### config.mk
export PLATFORM = sky130hd
export DESIGN_NAME = rv32_test_monitor
export DESIGN_NICKNAME = d
export VERILOG_FILES = /design/src/rtl/rv32_test_monitor.sv
export SDC_FILE = /design/constraint.sdc
export NUM_CORES = 1
export LEC_CHECK = 0
export BUFFER_PORTS_ARGS = -buffer_cell sky130_fd_sc_hd__buf_2
export CAP_MARGIN = 40
export CORE_UTILIZATION = 45
export DETAILED_ROUTE_END_ITERATION = 10
export PLACE_DENSITY_LB_ADDON = 0.15
export SYNTH_ARGS = -nofsm -noshare
export SYNTH_HDL_FRONTEND = slang
export SYNTH_SLANG_ARGS = --single-unit
### constraint.sdc
create_clock -name clk -period 2.76 [get_ports clk]
set_input_delay 0.276 -clock clk [delete_from_list [all_inputs] [get_ports clk]]
set_output_delay 0.276 -clock clk [all_outputs]
set_load 0.01 [all_outputs]
### src/rtl/rv32_test_monitor.sv
// End-of-test monitor: snoops tohost stores, cycle counter and watchdog.
// Per-channel retire counters are built only with RV32_TEST_MONITOR_INSTRET_EN.
module rv32_test_monitor #(
    parameter int                NUM_CH         = 1,
    parameter int                ADDR_W         = 32,
    parameter int                DATA_W         = 32,
    parameter logic [ADDR_W-1:0] TOHOST_ADDR    = 32'd7777,
    parameter int                CNT_W          = 32,
    parameter int                TIMEOUT_CYCLES = 100000,
    localparam int               FC_W           = $clog2(NUM_CH) + 1
) (
    input  logic                    clk,
    input  logic                    reset_n,
    input  logic                    mon_clr,
    input  logic [NUM_CH-1:0]       mem_we,
    input  logic [NUM_CH*ADDR_W-1:0] mem_addr,
    input  logic [NUM_CH*DATA_W-1:0] mem_wdata,
    input  logic [NUM_CH-1:0]       retire,
    output logic                    done,
    output logic                    pass,
    output logic                    timeout,
    output logic [NUM_CH-1:0]       done_mask,
    output logic [FC_W-1:0]         fail_ch,
    output logic [DATA_W-1:0]       fail_code,
    output logic [CNT_W-1:0]        cycle_cnt,
    output logic [NUM_CH*CNT_W-1:0] instret
);

    typedef enum logic [1:0] {
        RUN       = 2'd0,
        PASS_DONE = 2'd1,
        FAIL_DONE = 2'd2,
        TO_DONE   = 2'd3
    } state_t;

    state_t            state, state_nxt;
    logic [NUM_CH-1:0] rep, mask_nxt;
    logic [FC_W-1:0]   fch_nxt, fail_idx;
    logic [DATA_W-1:0] fcode_nxt, fail_dat;
    logic [CNT_W-1:0]  cnt_nxt;
    logic              fail_any, upd;

    // After a fail, stragglers still mark themselves reported.
    assign upd = (state == RUN) || (state == FAIL_DONE);

    always_comb begin
        rep      = '0;
        fail_any = 1'b0;
        fail_idx = '0;
        fail_dat = '0;
        for (int i = NUM_CH - 1; i >= 0; i--) begin
            rep[i] = upd && mem_we[i] && !done_mask[i] &&
                     (mem_addr[i*ADDR_W +: ADDR_W] == TOHOST_ADDR);
            if (rep[i] && (mem_wdata[i*DATA_W +: DATA_W] != DATA_W'(1))) begin
                fail_any = 1'b1;
                fail_idx = FC_W'(i);
                fail_dat = mem_wdata[i*DATA_W +: DATA_W] >> 1;
            end
        end
    end

    always_comb begin
        state_nxt = state;
        mask_nxt  = done_mask | rep;
        fch_nxt   = fail_ch;
        fcode_nxt = fail_code;
        cnt_nxt   = cycle_cnt;
        if (state == RUN) begin
            if (cycle_cnt != '1)
                cnt_nxt = cycle_cnt + 1'b1;
            if (fail_any) begin
                fch_nxt   = fail_idx;
                fcode_nxt = fail_dat;
                state_nxt = FAIL_DONE;
            end else if (&mask_nxt) begin
                state_nxt = PASS_DONE;
            end else if ((TIMEOUT_CYCLES != 0) &&
                         (cycle_cnt == CNT_W'(TIMEOUT_CYCLES - 1))) begin
                state_nxt = TO_DONE;
            end
        end
    end

    always_ff @(posedge clk or negedge reset_n) begin
        if (!reset_n) begin
            state     <= RUN;
            done_mask <= '0;
            fail_ch   <= '1;
            fail_code <= '0;
            cycle_cnt <= '0;
        end else if (mon_clr) begin
            state     <= RUN;
            done_mask <= '0;
            fail_ch   <= '1;
            fail_code <= '0;
            cycle_cnt <= '0;
        end else begin
            state     <= state_nxt;
            done_mask <= mask_nxt;
            fail_ch   <= fch_nxt;
            fail_code <= fcode_nxt;
            cycle_cnt <= cnt_nxt;
        end
    end

    assign done    = (state != RUN);
    assign pass    = (state == PASS_DONE);
    assign timeout = (state == TO_DONE);

`ifdef RV32_TEST_MONITOR_INSTRET_EN
    for (genvar g = 0; g < NUM_CH; g++) begin : g_ir
        logic [CNT_W-1:0] ir;
        always_ff @(posedge clk or negedge reset_n) begin
            if (!reset_n)
                ir <= '0;
            else if (mon_clr)
                ir <= '0;
            else if ((state == RUN) && retire[g] && (ir != '1))
                ir <= ir + 1'b1;
        end
        assign instret[g*CNT_W +: CNT_W] = ir;
    end
`else
    logic unused_retire;
    assign unused_retire = ^retire;
    assign instret       = '0;
`endif

endmodule

Yosys cells after proc, flatten, opt, wreduce, memory -nomap -nowiden
Cells that the tools add are included.
{"block": "totals", "reg_bits": 68, "inputBits": 69, "out_inout_bits": 101, "elab_cells": 46}
{"block": "classes", "add_sub_neg": 1, "eq_ne": 7, "mux": 17, "n_bitwise": 1, "reduce_logical": 15}
{"op": "$mux 32", "count": 6}
{"op": "$add 32x1->32 const B", "count": 1}
{"op": "$eq 32x13->1 const B", "count": 1}
{"op": "$eq 32x17->1 const B", "count": 1}
{"op": "$ne 32x1->1 const B", "count": 1}
{"op": "$ne 32x32->1 const B", "count": 1}
{"op": "$mux 31", "count": 1}
{"op": "$mux 2", "count": 5}
{"op": "$reduce_bool 2->1", "count": 4}
{"op": "$reduce_and 2->1", "count": 3}
{"op": "$mux 1", "count": 5}
{"op": "$eq 2x2->1 const B", "count": 2}
{"op": "$logic_and 1x1->1", "count": 4}
{"op": "$reduce_bool 4->1", "count": 1}
{"op": "$eq 2x1->1 const B", "count": 1}
{"op": "$logic_not 2->1", "count": 1}
{"op": "$logic_not 1->1", "count": 1}
{"op": "$logic_or 1x1->1", "count": 1}
{"op": "$or 1x1->1", "count": 1}

Depth between registers and ports, before layout
Gate-level depths: netlist of the first run.
{"block": "logic_depth", "ltp_word": 10, "ltp_mapped": 9, "depth_no_buf": 6}

Least setup slack after synthesis of the first run
OpenSTA, ideal clock, no wires.
{"block": "synth_timing", "path_kind": "reg2reg", "startpoint": "register cycle_cnt[0]", "endpoint": "register cycle_cnt[30]", "setup_time_ns": 0.078, "arrival_time_ns": 2.319, "t_required_ns": 2.682, "slack_ns": 0.363, "stages_incl_launch_ff": 9, "path_buffers": 2, "cell_sequence": "dfrtp_1 -> ha_1 -> nand4_1 -> or4_4 -> buf_6 -> or2_0 -> clkbuf_1 -> or4_1 -> a21oi_1"}
{"block": "synth_via", "elab_chain_cells": 4, "word_cells_on_any_way": 7, "cone_classes": "add/sub (1); eq/ne (1); mux (3); reduce/logical (2)"}
{"element": "start: declaration", "line": "25", "source": "output logic [CNT_W-1:0] cycle_cnt,"}
{"element": "start signal: assignment", "line": "102", "source": "cycle_cnt <= cnt_nxt;"}
{"element": "$add 32x1->32", "line": "70", "source": "cnt_nxt = cycle_cnt + 1'b1;"}
{"element": "$mux 32", "line": "69", "source": "if (cycle_cnt != '1)"}
{"element": "$mux 32", "line": "68", "source": "if (state == RUN) begin"}
{"element": "$mux 32", "line": "91", "source": "end else if (mon_clr) begin"}
Parallel ways exist; a longest one is shown, timed or not. The select of a mux whose other input is x is not followed.
A chain may end at the register's enable or synchronous reset.

Final worst setup path of the first run
Ends and elaborated chain as after synthesis.

==> metrics.md, run 1 <==
| Metric | Value |
|---|---|
| Status | completed |
| Post-CTS Hold Fix Bufs | 1 |
| Max-slew headroom | 52.85% |
| Cells after synthesis | 433 |
| Worst Path Buf+Inv | 0 |
| Drt drc | 0 |
| Core Util, Final | 57.61% |
| Largest net degree at the start of global routing | 59 |
| Clock Tree Root | clkbuf_8 |
| Routed WL | 10,140 µm |
| Clk Latency, worst-skew pair | 0.35 ns |
| Crit-path max FO | 11 |
| Post-DR wirelength/cell | 15.00 µm |
| Clk sinks | 67 |
| FF+latch count, synth | 67 |
| R2R depth | 6 |
| P&R area growth vs syn | 22.33% |
| Fin Hold WS | 0.1802 ns |
| Maximum vdd drop | 0.2406 mV |
| Die ar. | 0.009105 mm² |
| Final Cycle Share | 91.22% |
| Initial antenna violation count | 0 |
| Clock Tree Buf Depth | 2 |
| Req. time, crit path | 3.03 ns |
| Clock transition at path regs | 0.08 ns |
| Final Hold Violating Endpoints | 0 |
| Final worst setup slack | 0.2424 ns |
| R2R Path End | cycle_cnt[30] |
| Final Max Slew Viols | 0 |
| Fin cells | 676 |
| Final setup TNS | 0 ns |
| Setup Viol. Count Final | 0 |
| Post-route ant nets | 0 |
| Critical path type | flip-flop to flip-flop |
| CP Depth | 6 |
| Final Skew | 0.009164 ns |
| Crit path capture | cycle_cnt[30] |
| Syn_area_per_cell | 9.070 µm² |
| Initial core utilization | 47.09% |
| Die X | 95.42 µm |
| Measured slew at the worst slew-check pin | 0.7073 ns |
| Pwr Density | 396.4 mW/mm² |
| Most common cell after layout, fill and taps aside | buf_2 |
| Postcts setup bufs | 0 |
| Synth Cell Area | 0.003928 mm² |
| CORE AREA | 0.008341 mm² |
| Worst Hold Class | input pin to flip-flop |
| Post-DP HPWL | 7393 µm |
| Seq/Total Area, Yosys | 42.72% |
| Crit end category | flip-flop |
| Leakage power | 2.294 nW |
| Number of fill cells | 792 |
| Vias | 3,735 |
| TritonCTS clock tree | done |
| Ys Warns | 0 |
| RSZ-0062 raised after global routing | no |
| Vias/cell | 5.525 |
| Worst R2R Setup Slack | 0.24 ns |
| Top FF cell, synth | dfrtp_1 |
| Placed insts | 659 |
| Min Tclk post-route | 2.518 ns |
| Clock buffer count from CTS | 9 |
| Port Buffers | 135 |
| Commonest cells after routing, fill and taps aside | 135 x buf_2, 71 x nand2_1, 66 x dfrtp_1 |
| IO Pins | 170 |
| Ant. Diodes | 0 |
| Total grt overflow | 0 |
| 1st-pass router iterations | 5 |
| Crit path from | cycle_cnt[0] |
| Std cell rows | 33 |
| Critical Path AT | 2.78 ns |
| Cts repair resizes | 0 |
| Placed cell areas | 0.004619 mm² |
| Layout cells sized above 1 | 31.00% |
| Crit path cell chain | ha_1 -> nand4_1 -> or4_4 -> or2_0 -> or4_1 -> a21oi_1 |
| Maxcap violations | 0 |
| Startpoint Class | flip-flop |
| First-pass GRT wire length | 16,900 µm |
| Vert. Die Dim | 95.42 µm |
| Slowest-stage cell, CP | or4_4 |
| Layout Nets | 636 |
| Fmax | 0.3972 GHz |
| 1st-iter DRT viols | 141 |
| R2R Path Start | cycle_cnt[0] |
| All-Layer GR Usage | 23.78% |
| Vias in the first global route | 3,602 |
| Total power | 1.905 mW |
| CP top delay family | simple AND/OR/NAND/NOR gates |
| H-tree levels | 3 |
| Ys async rst share | 100.0% |
| Routability cong. | 0.8437 |
| Number of synthesized flops with an enable pin | 0 |
| Distinct cell type count after synthesis | 47 |
| DP Worst Slack | 0.2902 ns |
| Post-route cell area | 0.004805 mm² |
| CP peak stage delay | 0.53 ns |
## cell families (layout without fill, tap and decap cells)
family	after synthesis	after routing	synth area share (%)
simple gates	208	208	28.13
other cells	1	33	0.09548
xor+xnor	3	3	0.6691
flops	67	67	42.72
buf+inv	63	169	9.621
compound gates	53	53	8.856
fa+ha+maj	1	1	0.3185
mux	37	37	9.589
## worst min-delay path, cell delays in order
cell and delay [ns]:
buf_2 0.10, nand2_1 0.05, mux2i_1 0.06
## synthesized netlist by cell type, types with 2 or more instances
library cell,instances,share of area [%]
nand3_1,20,2.5
mux2_2,5,1.4
and2_1,2,0.32
nand2_1,71,6.8
nor3_1,10,1.3
a2111oi_0,2,0.45
nor2b_1,4,0.64
mux2i_1,32,8.2
inv_1,5,0.48
nor4_1,25,4.0
and4_1,7,1.6
nor4bb_1,2,0.51
o21a_1,3,0.57
clkbuf_1,17,1.6
a21oi_1,17,2.2
or4_1,7,1.3
xnor2_1,3,0.67
dfrtp_1,66,42
nor2_1,19,1.8
buf_4,34,6.5
or4_2,3,0.67
nand4_1,17,2.7
buf_2,5,0.64
and3_1,3,0.48
o31a_1,4,0.89
o211a_1,2,0.51
or3_1,7,1.1
nor4b_1,4,0.89
o31ai_1,10,1.9
o21ai_0,10,1.3
## power breakdown
group	internal, mW	switching [mW]	total (mW)
logic	0.0596	0.0994	0.159
clock network	0.330	0.425	0.755
registers	0.984	0.00638	0.990
## worst min-delay path by stage
stage / end / cells past startpoint / startpoint
final: fail_code[8] / 3 / mem_wdata[9]
after global routing: fail_code[24] / 3 / mem_wdata[25]
after CTS: fail_code[8] / 3 / mem_wdata[9]
after detailed placement: cycle_cnt[21] / 1 / reset_n
after global placement: cycle_cnt[21] / 1 / reset_n
after floorplan: cycle_cnt[0] / 0 / reset_n
## flip-flops by register name, summed over array words and instances, names as in the netlist
signal and count:
done_mask 1, cycle_cnt 32, state 2, fail_code 31
fail_ch 1
## layer usage
| layer | global-route usage (%) | vias to the layer above | share of wire [%] |
|---|---|---|---|
| met5 | 0 | - | 0 |
| met4 | 9.826 | 0 | 1.2 |
| met3 | 5.423 | 11 | 5.8 |
| met2 | 38.81 | 153 | 48 |
| met1 | 30.34 | 1784 | 45 |
| li1 | - | 1787 | - |
## final cells by class
cell class	instances	area, µm²	area share [%]
multi-input combinational	335	2004	41.72
sequential	67	1678	34.92
timing repair buffer	147	793.3	16.51
tap	105	131.4	2.734
clock buffer	9	123.9	2.578
clock inverter	7	51.30	1.068
inverter	6	22.52	0.4687
(Power assumes the default switching activity.)
==> run 2, diff against run 1 <==
--- a/config.mk
+++ b/config.mk
@@ -9,6 +9,7 @@
 export CAP_MARGIN = 40
 export CORE_UTILIZATION = 45
 export DETAILED_ROUTE_END_ITERATION = 10
+export MAX_ROUTING_LAYER = met4
 export PLACE_DENSITY_LB_ADDON = 0.15
 export SYNTH_ARGS = -nofsm -noshare
 export SYNTH_HDL_FRONTEND = slang
==> metrics.md, run 2 (synthesized netlist as in run 1, its figures left out) <==
| Metric | Value |
|---|---|
| Status | finished with violations |
| Failing checks | hold timing |
| Post-route ant nets | 0 |
| Final Max Slew Viols | 0 |
| TritonCTS clock tree | done |
| Clock Tree Buf Depth | 2 |
| Worst R2R Setup Slack | 0.22 ns |
| Post-CTS Hold Fix Bufs | 0 |
| Final Cycle Share | 91.98% |
| Internal power | 1.555 mW |
| Layout cells sized above 1 | 30.88% |
| Die ar. | 0.009105 mm² |
| Min Tclk post-route | 2.539 ns |
| R2R Path Start | cycle_cnt[0] |
| Clock transition at path regs | 0.08 ns |
| Sequential cell fraction of total power | 48.4% |
| Placed cell areas | 0.004619 mm² |
| All-Layer GR Usage | 23.73% |
| Post-DR wirelength/cell | 14.74 µm |
| Core Util, Final | 57.98% |
| Critical path type | flip-flop to flip-flop |
| Worst Hold Class | input pin to asynchronous set/reset pin |
| Initial core utilization | 47.09% |
| Clk sinks | 67 |
| Startpoint Class | flip-flop |
| CORE AREA | 0.008341 mm² |
| Port Buffers | 135 |
| 1st-pass router iterations | 4 |
| Req. time, crit path | 2.97 ns |
| Commonest cells after routing, fill and taps aside | 135 x buf_2, 71 x nand2_1, 66 x dfrtp_1 |
| Maxcap violations | 0 |
| Postcts setup bufs | 0 |
| 1st-iter DRT viols | 164 |
| Routed WL | 9947 µm |
| Pwr Density | 423.3 mW/mm² |
| Crit-path max FO | 19 |
| Post-route cell area | 0.004836 mm² |
| Clk Latency, worst-skew pair | 0.33 ns |
| Fin cells | 675 |
| Cts repair resizes | 0 |
| Fin Hold WS | -0.006893 ns |
| Clock buffer count from CTS | 9 |
| Vert. Die Dim | 95.42 µm |
| Measured slew at the worst slew-check pin | 0.7340 ns |
| Leakage power | 2.306 nW |
| Initial antenna violation count | 0 |
| Std cell rows | 33 |
| Layout Nets | 635 |
| Largest Register | cycle_cnt |
| First-pass GRT wire length | 16,510 µm |
| Ant. Diodes | 0 |
| Fmax | 0.3939 GHz |
| NetSw | 0.4922 mW |
| Combinational Power Share | 7.7% |
| RSZ-0062 raised after global routing | no |
| Post-DP HPWL | 7347 µm |
| Final setup TNS | 0 ns |
| Vias | 3,680 |
| Maximum vdd drop | 0.2415 mV |
| Final Hold Violating Endpoints | 3 |
| Largest register FFs | 32 |
| Setup Viol. Count Final | 0 |
| Final Skew | 0.007829 ns |
| H-tree levels | 3 |
| IO Pins | 170 |
| Vias in the first global route | 3,481 |
| Critical Path AT | 2.75 ns |
| Most common cell after layout, fill and taps aside | buf_2 |
| Max-slew headroom | 51.07% |
| Sw Share | 24.05% |
| P&R area growth vs syn | 23.13% |
| Total grt overflow | 0 |
| Top flop regs | cycle_cnt: 32 flops, fail_code: 31 flops, state: 2 flops |
| Crit end category | flip-flop |
| Crit path from | cycle_cnt[0] |
| Vias/cell | 5.452 |
| Clock power share | 43.9% |
| Largest net degree at the start of global routing | 59 |
| Placed insts | 659 |
| Routability cong. | 0.8914 |
| Drt drc | 0 |
| Clock Tree Root | clkbuf_8 |
| Die X | 95.42 µm |
==> run 2: worst paths after layout <==
path                            endpoint  cells past startpoint
setup / recovery           cycle_cnt[29]                      7
hold / removal             cycle_cnt[23]                      1
setup reg to reg           cycle_cnt[29]                      7
hold reg to reg                  fail_ch                      2
max in group asynchronous  fail_code[13]                      2
min in group clk           fail_code[22]                      3
==> run 2: per-layer routing <==
layer / share of wire [%] / GRT usage (%) / vias up
li1: - / - / 1784
met1: 45 / 30.49 / 1739
met2: 48 / 38.51 / 147
met3: 6.1 / 4.306 / 10
met4: 0.73 / 6.468 / 0
met5: 0 / - / -
==> run 2: cell type report <==
class | instances | area [µm²]
Tap cell | 105 | 131.4
Multi-Input combinational cell | 335 | 2004
Sequential cell | 67 | 1678
Clock buffer | 10 | 127.6
Inverter | 6 | 22.52
Fill cell | 777 | 3505
Timing Repair Buffer | 146 | 783.3
Clock inverter | 6 | 88.84
==> run 2: power by group through the flow <==
| stage | combinational (mW) | clock [mW] | sequential (mW) |
|---|---|---|---|
| floorplan | 0.102 | 0 | 1.01 |
| global placement | 0.158 | 0 | 1.01 |
| detailed placement | 0.160 | 0 | 1.01 |
| CTS | 0.160 | 0.917 | 0.990 |
| global route | 0.182 | 0.956 | 0.991 |
| finish | 0.158 | 0.898 | 0.991 |
==> run 2: through the flow <==
step | hold WS (ns) | worst slack (ns) | power (mW)
6_report | -0.006893 | 0.2212 | 2.047
5_1_grt | 0.04931 | 0.05911 | 2.130
2_1_floorplan | -0.01959 | 0.3632 | 1.112
4_1_cts | 0.02214 | 0.2257 | 2.067
3_3_place_gp | 0.3784 | 0.2881 | 1.168
3_5_place_dp | 0.3816 | 0.2418 | 1.170
==> run 2: critical path: stages, from the launching register on <==
cell,delay (ns)
dfrtp_1,0.47
ha_1,0.23
nand4_1,0.16
or4_4,0.53
nor4_2,0.35
buf_4,0.29
nor4_1,0.08
mux2_2,0.29
